## config.mk

```make
export PLATFORM = sky130hd
export DESIGN_NAME = ifetch_prefetch
export DESIGN_NICKNAME = d
export VERILOG_FILES = /design/src/rtl/ifetch_prefetch_pkg.sv /design/src/rtl/ifetch_fifo.sv /design/src/rtl/ifetch_prefetch.sv
export SDC_FILE = /design/constraint.sdc
export NUM_CORES = 1
export LEC_CHECK = 0
export ABC_AREA = 1
export CORE_MARGIN = 1.5
export CORE_UTILIZATION = 57
export DETAILED_ROUTE_END_ITERATION = 12
export DONT_BUFFER_PORTS = 1
export PLACE_DENSITY = 0.75
export SLEW_MARGIN = 10
export SYNTH_ARGS = -nofsm -noshare
export SYNTH_HDL_FRONTEND = slang
export SYNTH_SLANG_ARGS = --single-unit
export TNS_END_PERCENT = 30
```

## constraint.sdc

```tcl
create_clock -name HCLK -period 8.87 [get_ports HCLK]
set_input_delay 1.774 -clock HCLK [delete_from_list [all_inputs] [get_ports HCLK]]
set_output_delay 1.774 -clock HCLK [all_outputs]
set_load 0.03 [all_outputs]
```

## src/rtl/ifetch_prefetch_pkg.sv

```systemverilog
// Shared types for the instruction prefetcher: FSM state encoding,
// the FIFO entry layout and the instruction size in bytes.
package ifetch_prefetch_pkg;

  typedef enum logic [1:0] {
    BOOT  = 2'd0,
    FETCH = 2'd1,
    HALT  = 2'd2
  } fsm_state_t;

  typedef struct packed {
    logic        fault;
    logic [63:0] pc;
    logic [31:0] data;
  } fifo_entry_t;

  localparam int unsigned INST_BYTES = 4;
  localparam int unsigned ENTRY_W    = $bits(fifo_entry_t);

endpackage

```

## src/rtl/ifetch_fifo.sv

```systemverilog
// Instruction FIFO: up to two pushes and one pop per cycle, synchronous
// flush that overrides push/pop, registered occupancy count and head
// outputs read straight from the storage register at the read pointer.
module ifetch_fifo
  import ifetch_prefetch_pkg::*;
#(
  parameter int unsigned DEPTH = 4
) (
  input  logic                       clk,
  input  logic                       rst_n,
  input  logic                       flush,
  input  logic                       push0,
  input  logic [ENTRY_W-1:0]         entry0,
  input  logic                       push1,
  input  logic [ENTRY_W-1:0]         entry1,
  input  logic                       pop,
  output logic [$clog2(DEPTH):0]     count,
  output logic                       head_valid,
  output logic [ENTRY_W-1:0]         head
);

  localparam int unsigned PW = $clog2(DEPTH);
  localparam int unsigned CW = PW + 1;

  logic [ENTRY_W-1:0] mem [DEPTH];
  logic [PW-1:0]      wr_ptr;
  logic [PW-1:0]      rd_ptr;
  logic [PW-1:0]      wr_ptr_p1;
  logic [CW-1:0]      num_push;
  logic               pop_en;

  assign wr_ptr_p1  = wr_ptr + PW'(1);
  assign num_push   = CW'(push0) + CW'(push1);
  assign head_valid = (count != '0);
  assign pop_en     = pop && head_valid;
  assign head       = mem[rd_ptr];

  // Storage, pointers and occupancy; reset clears storage so the head reads zero.
  always_ff @(posedge clk or negedge rst_n) begin
    if (!rst_n) begin
      for (int i = 0; i < int'(DEPTH); i++) mem[i] <= '0;
      wr_ptr <= '0;
      rd_ptr <= '0;
      count  <= '0;
    end else if (flush) begin
      wr_ptr <= '0;
      rd_ptr <= '0;
      count  <= '0;
    end else begin
      if (push0) mem[wr_ptr] <= entry0;
      if (push1) mem[wr_ptr_p1] <= entry1;
      wr_ptr <= wr_ptr + num_push[PW-1:0];
      if (pop_en) rd_ptr <= rd_ptr + PW'(1);
      count <= count + num_push - CW'(pop_en);
    end
  end

endmodule

```

## src/rtl/ifetch_prefetch.sv

```systemverilog
// Instruction prefetcher: fetches 64-bit words from a zero-latency RAM,
// splits them into 32-bit instructions and queues them for the consumer.
// Valid/ready: an entry transfers on a rising edge where inst_valid and
// inst_ready are both high; head outputs hold while valid && !ready.
// Optional macro IFETCH_PERF_CNT_EN adds saturating fetch/stall counters.
module ifetch_prefetch
  import ifetch_prefetch_pkg::*;
#(
  parameter logic [63:0] RESET_PC   = 64'h0002_0000,
  parameter int unsigned FIFO_DEPTH = 4,
  parameter logic [63:0] RAM_START  = 64'h0002_0000,
  parameter int unsigned RAM_SIZE   = 1072
) (
  input  logic        HCLK,
  input  logic        HRESET,
  output logic [63:0] HADDR,
  output logic        HWRITE,
  output logic [63:0] HWDATA,
  input  logic [63:0] HRDATA,
  input  logic        redirect_valid,
  input  logic [63:0] redirect_pc,
  output logic        inst_valid,
  input  logic        inst_ready,
  output logic [31:0] inst_data,
  output logic [63:0] inst_pc,
  output logic        inst_fault,
`ifdef IFETCH_PERF_CNT_EN
  output logic [31:0] perf_fetch_cnt,
  output logic [31:0] perf_stall_cnt,
`endif
  output logic [1:0]  dbg_state
);

  localparam int unsigned CW = $clog2(FIFO_DEPTH) + 1;
  localparam logic [63:0] RAM_LAST = RAM_START + 64'(RAM_SIZE) - 64'd8;

  fsm_state_t    state, state_nxt;
  logic [63:0]   fetch_pc, fetch_pc_nxt;
  logic [63:0]   fetch_addr;
  logic          is_fault;
  logic [CW-1:0] need;
  logic [CW-1:0] free;
  logic [CW-1:0] count;
  logic          can_issue;
  logic          push0, push1;
  fifo_entry_t   e0, e1, head;
  logic          head_valid;
  logic          fetch_issue;
  logic          fetch_stall;

  assign fetch_addr = {fetch_pc[63:3], 3'b000};
  assign is_fault   = (fetch_addr < RAM_START) || (fetch_addr > RAM_LAST) ||
                      (fetch_pc[1:0] != 2'b00);
  // A fault pushes one entry, as does an odd-word fetch; an even word pushes two.
  assign need       = (is_fault || fetch_pc[2]) ? CW'(1) : CW'(2);
  assign free       = CW'(FIFO_DEPTH) - count;
  assign can_issue  = (free >= need);

  assign HADDR      = fetch_addr;
  assign HWRITE     = 1'b0;
  assign HWDATA     = '0;
  assign dbg_state  = state;

  assign inst_valid = head_valid;
  assign inst_data  = head.data;
  assign inst_pc    = head.pc;
  assign inst_fault = head.fault;

  // State and fetch PC registers.
  always_ff @(posedge HCLK or negedge HRESET) begin
    if (!HRESET) begin
      state    <= BOOT;
      fetch_pc <= RESET_PC;
    end else begin
      state    <= state_nxt;
      fetch_pc <= fetch_pc_nxt;
    end
  end

  // Next state, fetch PC advance and FIFO push requests; redirect wins.
  always_comb begin
    state_nxt    = state;
    fetch_pc_nxt = fetch_pc;
    push0        = 1'b0;
    push1        = 1'b0;
    e0           = '0;
    e1           = '0;
    fetch_issue  = 1'b0;
    fetch_stall  = 1'b0;
    if (redirect_valid) begin
      state_nxt    = FETCH;
      fetch_pc_nxt = redirect_pc;
    end else begin
      case (state)
        BOOT: state_nxt = FETCH;
        FETCH: begin
          if (!can_issue) begin
            fetch_stall = 1'b1;
          end else if (is_fault) begin
            push0     = 1'b1;
            e0.fault  = 1'b1;
            e0.pc     = fetch_pc;
            e0.data   = 32'h0;
            state_nxt = HALT;
          end else if (fetch_pc[2]) begin
            push0        = 1'b1;
            e0.pc        = fetch_pc;
            e0.data      = HRDATA[63:32];
            fetch_pc_nxt = fetch_pc + 64'(INST_BYTES);
            fetch_issue  = 1'b1;
          end else begin
            push0        = 1'b1;
            push1        = 1'b1;
            e0.pc        = fetch_pc;
            e0.data      = HRDATA[31:0];
            e1.pc        = fetch_pc + 64'(INST_BYTES);
            e1.data      = HRDATA[63:32];
            fetch_pc_nxt = fetch_pc + 64'(2 * INST_BYTES);
            fetch_issue  = 1'b1;
          end
        end
        HALT:    state_nxt = HALT;
        default: state_nxt = BOOT;
      endcase
    end
  end

  ifetch_fifo #(
    .DEPTH(FIFO_DEPTH)
  ) u_fifo (
    .clk        (HCLK),
    .rst_n      (HRESET),
    .flush      (redirect_valid),
    .push0      (push0),
    .entry0     (e0),
    .push1      (push1),
    .entry1     (e1),
    .pop        (inst_ready),
    .count      (count),
    .head_valid (head_valid),
    .head       (head)
  );

`ifdef IFETCH_PERF_CNT_EN
  // Saturating counters of issued fetches and space-blocked FETCH cycles.
  always_ff @(posedge HCLK or negedge HRESET) begin
    if (!HRESET) begin
      perf_fetch_cnt <= '0;
      perf_stall_cnt <= '0;
    end else begin
      if (fetch_issue && (perf_fetch_cnt != '1)) perf_fetch_cnt <= perf_fetch_cnt + 32'd1;
      if (fetch_stall && (perf_stall_cnt != '1)) perf_stall_cnt <= perf_stall_cnt + 32'd1;
    end
  end
`else
  logic unused_perf;
  assign unused_perf = fetch_issue ^ fetch_stall;
`endif

endmodule

```

---- Yosys cells after proc, flatten, opt, wreduce, memory -nomap -nowiden ----
Cells that the tools add are included.
word-level totals
  flip-flop bits (word level) ............. 461
  latch bits .............................. 0
  memory bits (writable) .................. 0
  bits in read-only memories .............. 0
  input port bits ......................... 132
  output and inout port bits .............. 229
  logic and storage cells ................. 93
  memories kept ........................... 0
cells by class
  $add $sub $neg .......................... 9
  multipliers ............................. 0
  divide/modulo/power cells ............... 0
  $lt $le $gt $ge ......................... 8
  eq/ne operators ......................... 5
  shift-type cells ........................ 0
  mux-type cells .......................... 45
  bitwise gates (word level) .............. 3
  reductions and logical operators ........ 14
operators with widths
  kind                                                                                number
  388-bit two-way mux                                                                 3
  388-bit bitwise mux                                                                 2
  97-bit two-way mux                                                                  7
  96-bit two-way mux                                                                  5
  97-bit demux with 2-bit select                                                      2
  64-bit two-way mux                                                                  5
  97-bit binary-select mux with 2-bit select                                          1
  35-bit two-way mux                                                                  2
  64-bit by 3-bit adder with 64-bit output (second input constant)                    1
  64-bit by 4-bit adder with 64-bit output (second input constant)                    1
  64-bit by 18-bit greater-than comparator with 1-bit output (second input constant)  1
  64-bit by 18-bit less-than comparator with 1-bit output (second input constant)     1
  2-bit two-way mux                                                                   7
  3-bit >= comparator (second input constant)                                         3
  1-bit two-way mux                                                                   9
  2-bit inverter with 3-bit output                                                    3
  2-bit nonzero test                                                                  4
  3-bit by 1-bit less-than comparator with 1-bit output (second input constant)       2
  3-bit != test (second input constant)                                               2
  2-bit one-hot mux with 3 select lines                                               1
  2-bit by 1-bit adder with 2-bit output (second input constant)                      2
  3-bit adder                                                                         1
  3-bit by 2-bit >= comparator with 1-bit output                                      1
  1-bit logical AND                                                                   3
  13 further kinds                                                                    15

---- Longest topological paths before layout ----
  word-level depth ........................ 14
  mapped depth ............................ 28
  mapped depth without buffers ............ 26

---- Cells and area by module ----
Synthesis repeated with hierarchy kept, for this count alone.
unflattened totals
  cells, all modules ...................... 5393
  area total of the unflattened synthesis .. 33338.2 µm²
by module, submodules not included
  module           instances  cells each  area an instance (µm²)  seq. area each (µm²)
  ifetch_fifo      1          4521        27541.4                 9884.5
  ifetch_prefetch  1          872         5796.8                  1652.8

---- Least setup slack after synthesis ----
Ideal clock, no wire load.
  path type ............................... reg2reg
  start point ............................. register fetch_pc[4]
  end point ............................... register u_fifo.count[2]
  library setup time ...................... 0.132 ns
  arrival time ............................ 3.842 ns
  path slack .............................. 4.897 ns
  cell stages (with the launch flop) ...... 27
  path buffers ............................ 1
  period minus slack after synthesis ...... 3.973 ns
  path through ............................ dfrtp_1 -> inv_1 -> ha_1 -> nand3_1 -> nor2_1 -> nand3_1 -> nor2_1 -> nand2_1 -> nand2_2 -> nand2_4 -> nor2_8 -> inv_1 -> ha_1 -> a21boi_1 -> nor3_2 -> inv_2 -> nand2_4 -> inv_2 -> nand2_4 -> inv_2 -> buf_2 -> ha_1 -> inv_1 -> ha_1 -> fa_1 -> xor2_1 -> nor2_1
between the ends
  word-level cells in the longest chain between the ends .. 13
RTL lines
  item                                                                                                                                          line                   RTL
  from (decl)                                                                                                                                   ifetch_prefetch.sv:38  logic [63:0] fetch_pc, fetch_pc_nxt;
  from (signal assigned)                                                                                                                        ifetch_prefetch.sv:76  fetch_pc <= fetch_pc_nxt;
  64-bit by 18-bit less-than comparator with 1-bit output / 64-bit by 18-bit greater-than comparator with 1-bit output (equally long branches)  ifetch_prefetch.sv:52  assign is_fault = (fetch_addr < RAM_START) || (fetch_addr > RAM_LAST) ||
  1-bit logical OR * (2 in a row)                                                                                                               ifetch_prefetch.sv:52
  1-bit logical OR                                                                                                                              ifetch_prefetch.sv:55  assign need = (is_fault || fetch_pc[2]) ? CW'(1) : CW'(2);
  2-bit two-way mux                                                                                                                             ifetch_prefetch.sv:55
  3-bit by 2-bit >= comparator with 1-bit output                                                                                                ifetch_prefetch.sv:57  assign can_issue = (free >= need);
  1-bit two-way mux                                                                                                                             ifetch_prefetch.sv:97  if (!can_issue) begin
  1-bit two-way mux                                                                                                                             ifetch_prefetch.sv:94  case (state)
  1-bit two-way mux                                                                                                                             ifetch_prefetch.sv:90  if (redirect_valid) begin
  1-bit by 1-bit adder with 2-bit output *                                                                                                      ifetch_fifo.sv:33      assign num_push = CW'(push0) + CW'(push1);
  3-bit adder *                                                                                                                                 ifetch_fifo.sv:54      count <= count + num_push - CW'(pop_en);
  3-bit by 1-bit subtractor with 3-bit output *                                                                                                 ifetch_fifo.sv:54
  3-bit two-way mux *                                                                                                                           ifetch_fifo.sv:45      end else if (flush) begin
  to (signal assigned)                                                                                                                          ifetch_fifo.sv:54
  to (decl)                                                                                                                                     ifetch_fifo.sv:17      output logic [$clog2(DEPTH):0] count,
Every way passes the cells marked *; elsewhere a longest branch is shown, timed or not.
A chain may end at the register's enable or synchronous reset.

---- Final worst setup path ----
  start point ............................. register fetch_pc[3]
  end point ............................... register u_fifo.mem[6] in the netlist's numbering
between the ends
  word-level cells in the longest chain between the ends .. 14
RTL lines
  item                                                                                                                                          line                   RTL
  64-bit by 18-bit less-than comparator with 1-bit output / 64-bit by 18-bit greater-than comparator with 1-bit output (equally long branches)  ifetch_prefetch.sv:52
  1-bit logical OR * (2 in a row)                                                                                                               ifetch_prefetch.sv:52
  1-bit logical OR                                                                                                                              ifetch_prefetch.sv:55
  2-bit two-way mux                                                                                                                             ifetch_prefetch.sv:55
  3-bit by 2-bit >= comparator with 1-bit output                                                                                                ifetch_prefetch.sv:57
  97-bit two-way mux                                                                                                                            ifetch_prefetch.sv:97
  97-bit two-way mux                                                                                                                            ifetch_prefetch.sv:94
  97-bit two-way mux                                                                                                                            ifetch_prefetch.sv:90
  388-bit bitwise mux                                                                                                                           ifetch_fifo.sv:50      if (push0) mem[wr_ptr] <= entry0;
  388-bit two-way mux                                                                                                                           ifetch_fifo.sv:50
  388-bit two-way mux                                                                                                                           ifetch_fifo.sv:45
  388-bit bitwise mux                                                                                                                           ifetch_fifo.sv:51      if (push1) mem[wr_ptr_p1] <= entry1;
  388-bit two-way mux *                                                                                                                         ifetch_fifo.sv:51
  to (signal, indexed assignment)                                                                                                               ifetch_fifo.sv:50
  to (signal, indexed assignment)                                                                                                               ifetch_fifo.sv:51
  to (decl)                                                                                                                                     ifetch_fifo.sv:25      logic [ENTRY_W-1:0] mem [DEPTH];
Every way passes the cells marked *; elsewhere a longest branch is shown, timed or not. The select of a mux whose other input is x is not followed.

==> results.cfg <==
[status]
outcome = finished, final reports clean

[min_path]
hold_start = u_fifo.mem[202]
min-delay-path-class = register to register
whs_path_depth = 2
min_to = u_fifo.mem[202]

[worst_setup_path]
cp.arrival_ps = 7120
cp.required_ps = 9330
r2r_start = fetch_pc[3]
r2r_setup_slack_ps = 2210
worst_setup_path_start_kind = register
path_cells = ha_1, nand3_1, nor2_1, nand3_1, nor2_1, nand2_1, nand2_2, nand2_4, nor2_8, inv_1, ha_1, a21boi_1, nor3_2, inv_2, nand2_4, inv_2, nand2_4, inv_4, nand2_4, buf_4, nand2_1, a21oi_1, a21oi_1
cp_num_buf_inv = 5
path_class = register to register
cp_top_family = simple AND/OR/NAND/NOR gates
crit_slowest_cell = buf_4
cp_common_cell = nand2_4
cp_max_fo = 66
cpPeakStageDelay_ps = 840
regToRegEndpoint = u_fifo.mem[6]
ff2ff_path_depth = 23
end_kind = register

[power]
total_power_uw = 7840
vdd_ir_drop_max_mv = 0.198
power_density_nw_per_um2 = 299
leakage_uw = 0.0135

[global_route]
grt_pass1_wl_um = 120000
overflow = 0
grt_max_degree = 462
antenna_found_initial = 2
first_global_vias = 21600
grtUsageTotal_pct = 34.0

[synth]
synth.distinct_cells = 43
ys_ff_latch = 461
synth_top_area_share_pct = 45.6
syn_area_um2 = 25300
syn_inst = 3263
syn_area_per_cell_um2 = 7.74
synth.area.top_cells = dfrtp_1 46%, nand2_1 9.6%, o21ai_0 6.7%, o211ai_1 6.4%, inv_1 5.6%
ys_seq_area_share_pct = 45.7
yosysWarningCount = 0
yosys.area.top_type = dfrtp_1

[routing]
drtIter0Drc = 2799
drt_first_pass_iters = 7
dr_wl_met2_um = 36100
viasPerCell = 6.06
drt-total-wl_um = 77900
final_antenna_net_count = 0
dr_wl_met3_um = 8980
vias = 22300
highest_layer = met4
wl_met1_um = 30200
drc_errors = 0
avgRoutedWirePerCell_um = 21.2

[floorplanning]
start_util_pct = 58.2
core_um2 = 43400
rows = 76
die_h_um = 214
ioPinCount = 361
dieArea_um2 = 45600
floorplan.die.width_um = 214

[finish]
nets = 3190
multi_input_area_um2 = 10500
drive_above_1_share_pct = 6.61
area_growth_pct = 3.84
fill_cells = 3915
register_area_um2 = 11500
final_common_cell = nand2_1
final_cell_mix = 642 x nand2_1, 457 x dfrtp_1, 376 x inv_1, 340 x o21ai_0, 310 x nor2_1

[sta]
hold_viol = 0
rsz0062_at_grt = no
clock-skew-final_ps = 31.2
slew_viol_final = 0
max_slew_margin_pct = 12.9
setup-tns-final_ps = 0
period_needed_ps = 6660
fmax_mhz = 150
setup_viol = 0
period_share_pct = 75.1
worst_slew_pin_slew_ps = 1310

[cts]
cts_tree = done
root_buffer = clkbuf_16
clk_pin_slew_ps = 60
htreeDepth = 2
cts_buffers = 51
cts_sinks = 461
cts_resized = 0
ctsHoldBuffers = 0
clock_latency_ps = 610
cts_buffer_depth = 3
cts_setup_buffers = 0

[placed_design]
hpwlAfterDp_um = 44300
portBuffers = 0
gp_congestion = 0.866

[job]
max_cap_violations = 0
==> worst reg2reg max path, cell delays in order (launching register included) <==
cell and delay, ps:
dfrtp_1 770, ha_1 270, nand3_1 80, nor2_1 130
nand3_1 80, nor2_1 110, nand2_1 70, nand2_2 120
nand2_4 120, nor2_8 200, inv_1 150, ha_1 290
a21boi_1 140, nor3_2 260, inv_2 90, nand2_4 300
inv_2 320, nand2_4 740, inv_4 480, nand2_4 580
buf_4 850, nand2_1 150, a21oi_1 180, a21oi_1 70
==> logic make-up (layout without fill, tap and decap cells) <==
group / count (synthesis) / after routing / share of synthesized area (%)
multiplexers: 8 / 8 / 0.317
AND/OR/NAND/NOR: 1067 / 1067 / 17.5
XOR/XNOR: 9 / 9 / 0.312
other: 1 / 70 / 0.0148
buffers and inverters: 760 / 516 / 13.9
flip-flops: 461 / 461 / 45.7
AO/OA/AOI/OAI: 943 / 943 / 21.5
adder cells (fa/ha/maj): 14 / 14 / 0.723
==> cell usage after synthesis, drive strengths merged <==
cell and count:
dfstp 1, nor3 18, or2 22, nand4 8, clkbuf 157, o2111ai 1, mux2i 8, clkinv 4
ha 13, xor2 7, a21oi 278, buf 205, a21boi 2, nor2 341, nand3 24, and2 1
fa 1, conb 1, nand2 651, xnor2 2, o211ai 217, inv 394, a211oi 2, o21ai 345
nor4 2, o22ai 98, dfrtp 460
==> final cells by class <==
cell class              instances  share of cell area, %
flip-flops and latches        461                   44.0
multi-input cells            2109                   40.0
diodes                          2                 0.0191
well taps                     585                   2.79
inverters                     398                   5.74
clock inverters                18                  0.902
clock buffers                  77                   5.74
repair buffers                 23                  0.754
==> metrics by stage <==
stage | setup slack (ps) | utilization, % | hold WS [ps] | instances | cell area, µm²
after floorplan | 4900 | - | 462 | 3330 | 25500
after global placement | 2570 | 56.5 | 479 | 3576 | 24500
after detailed placement | 2350 | 56.5 | 487 | 3576 | 24500
after CTS | 2340 | 60.5 | 504 | 3671 | 26200
after global routing | 1790 | 60.5 | 535 | 3671 | 26200
final | 2210 | 60.5 | 510 | 3673 | 26200
==> routing by layer <==
layer,GRT usage (%),vias to the layer above
li1,-,10000
met1,43.3,10700
met2,54.8,1304
met3,9.14,195
met4,14.6,0
met5,0,-
==> where the power goes <==
group / internal, µW / switching (µW)
combinational: 685 / 1930
sequential: 2610 / 393
clock: 1320 / 891
total: 4620 / 3220
==> worst max-delay path by stage <==
| stage | start | endpoint | slack, ps | cells past startpoint |
|---|---|---|---|---|
| global placement | fetch_pc[3] | u_fifo.mem[2] | 2570 | 24 |
| floorplan | fetch_pc[4] | u_fifo.count[2] | 4900 | 26 |
| detailed placement | fetch_pc[3] | u_fifo.mem[4] | 2350 | 23 |
| CTS | fetch_pc[3] | u_fifo.mem[4] | 2340 | 23 |
| global route | fetch_pc[3] | u_fifo.mem[3] | 1790 | 23 |
| finish | fetch_pc[3] | u_fifo.mem[6] | 2210 | 23 |
==> state kept, by name, indices dropped and copies added, names as in the netlist <==
signal         count
u_fifo.mem       388
fetch_pc          64
u_fifo.count       3
dbg_state          2
u_fifo.rd_ptr      2
u_fifo.wr_ptr      2
Note: power is estimated with default switching activity, not from simulation.
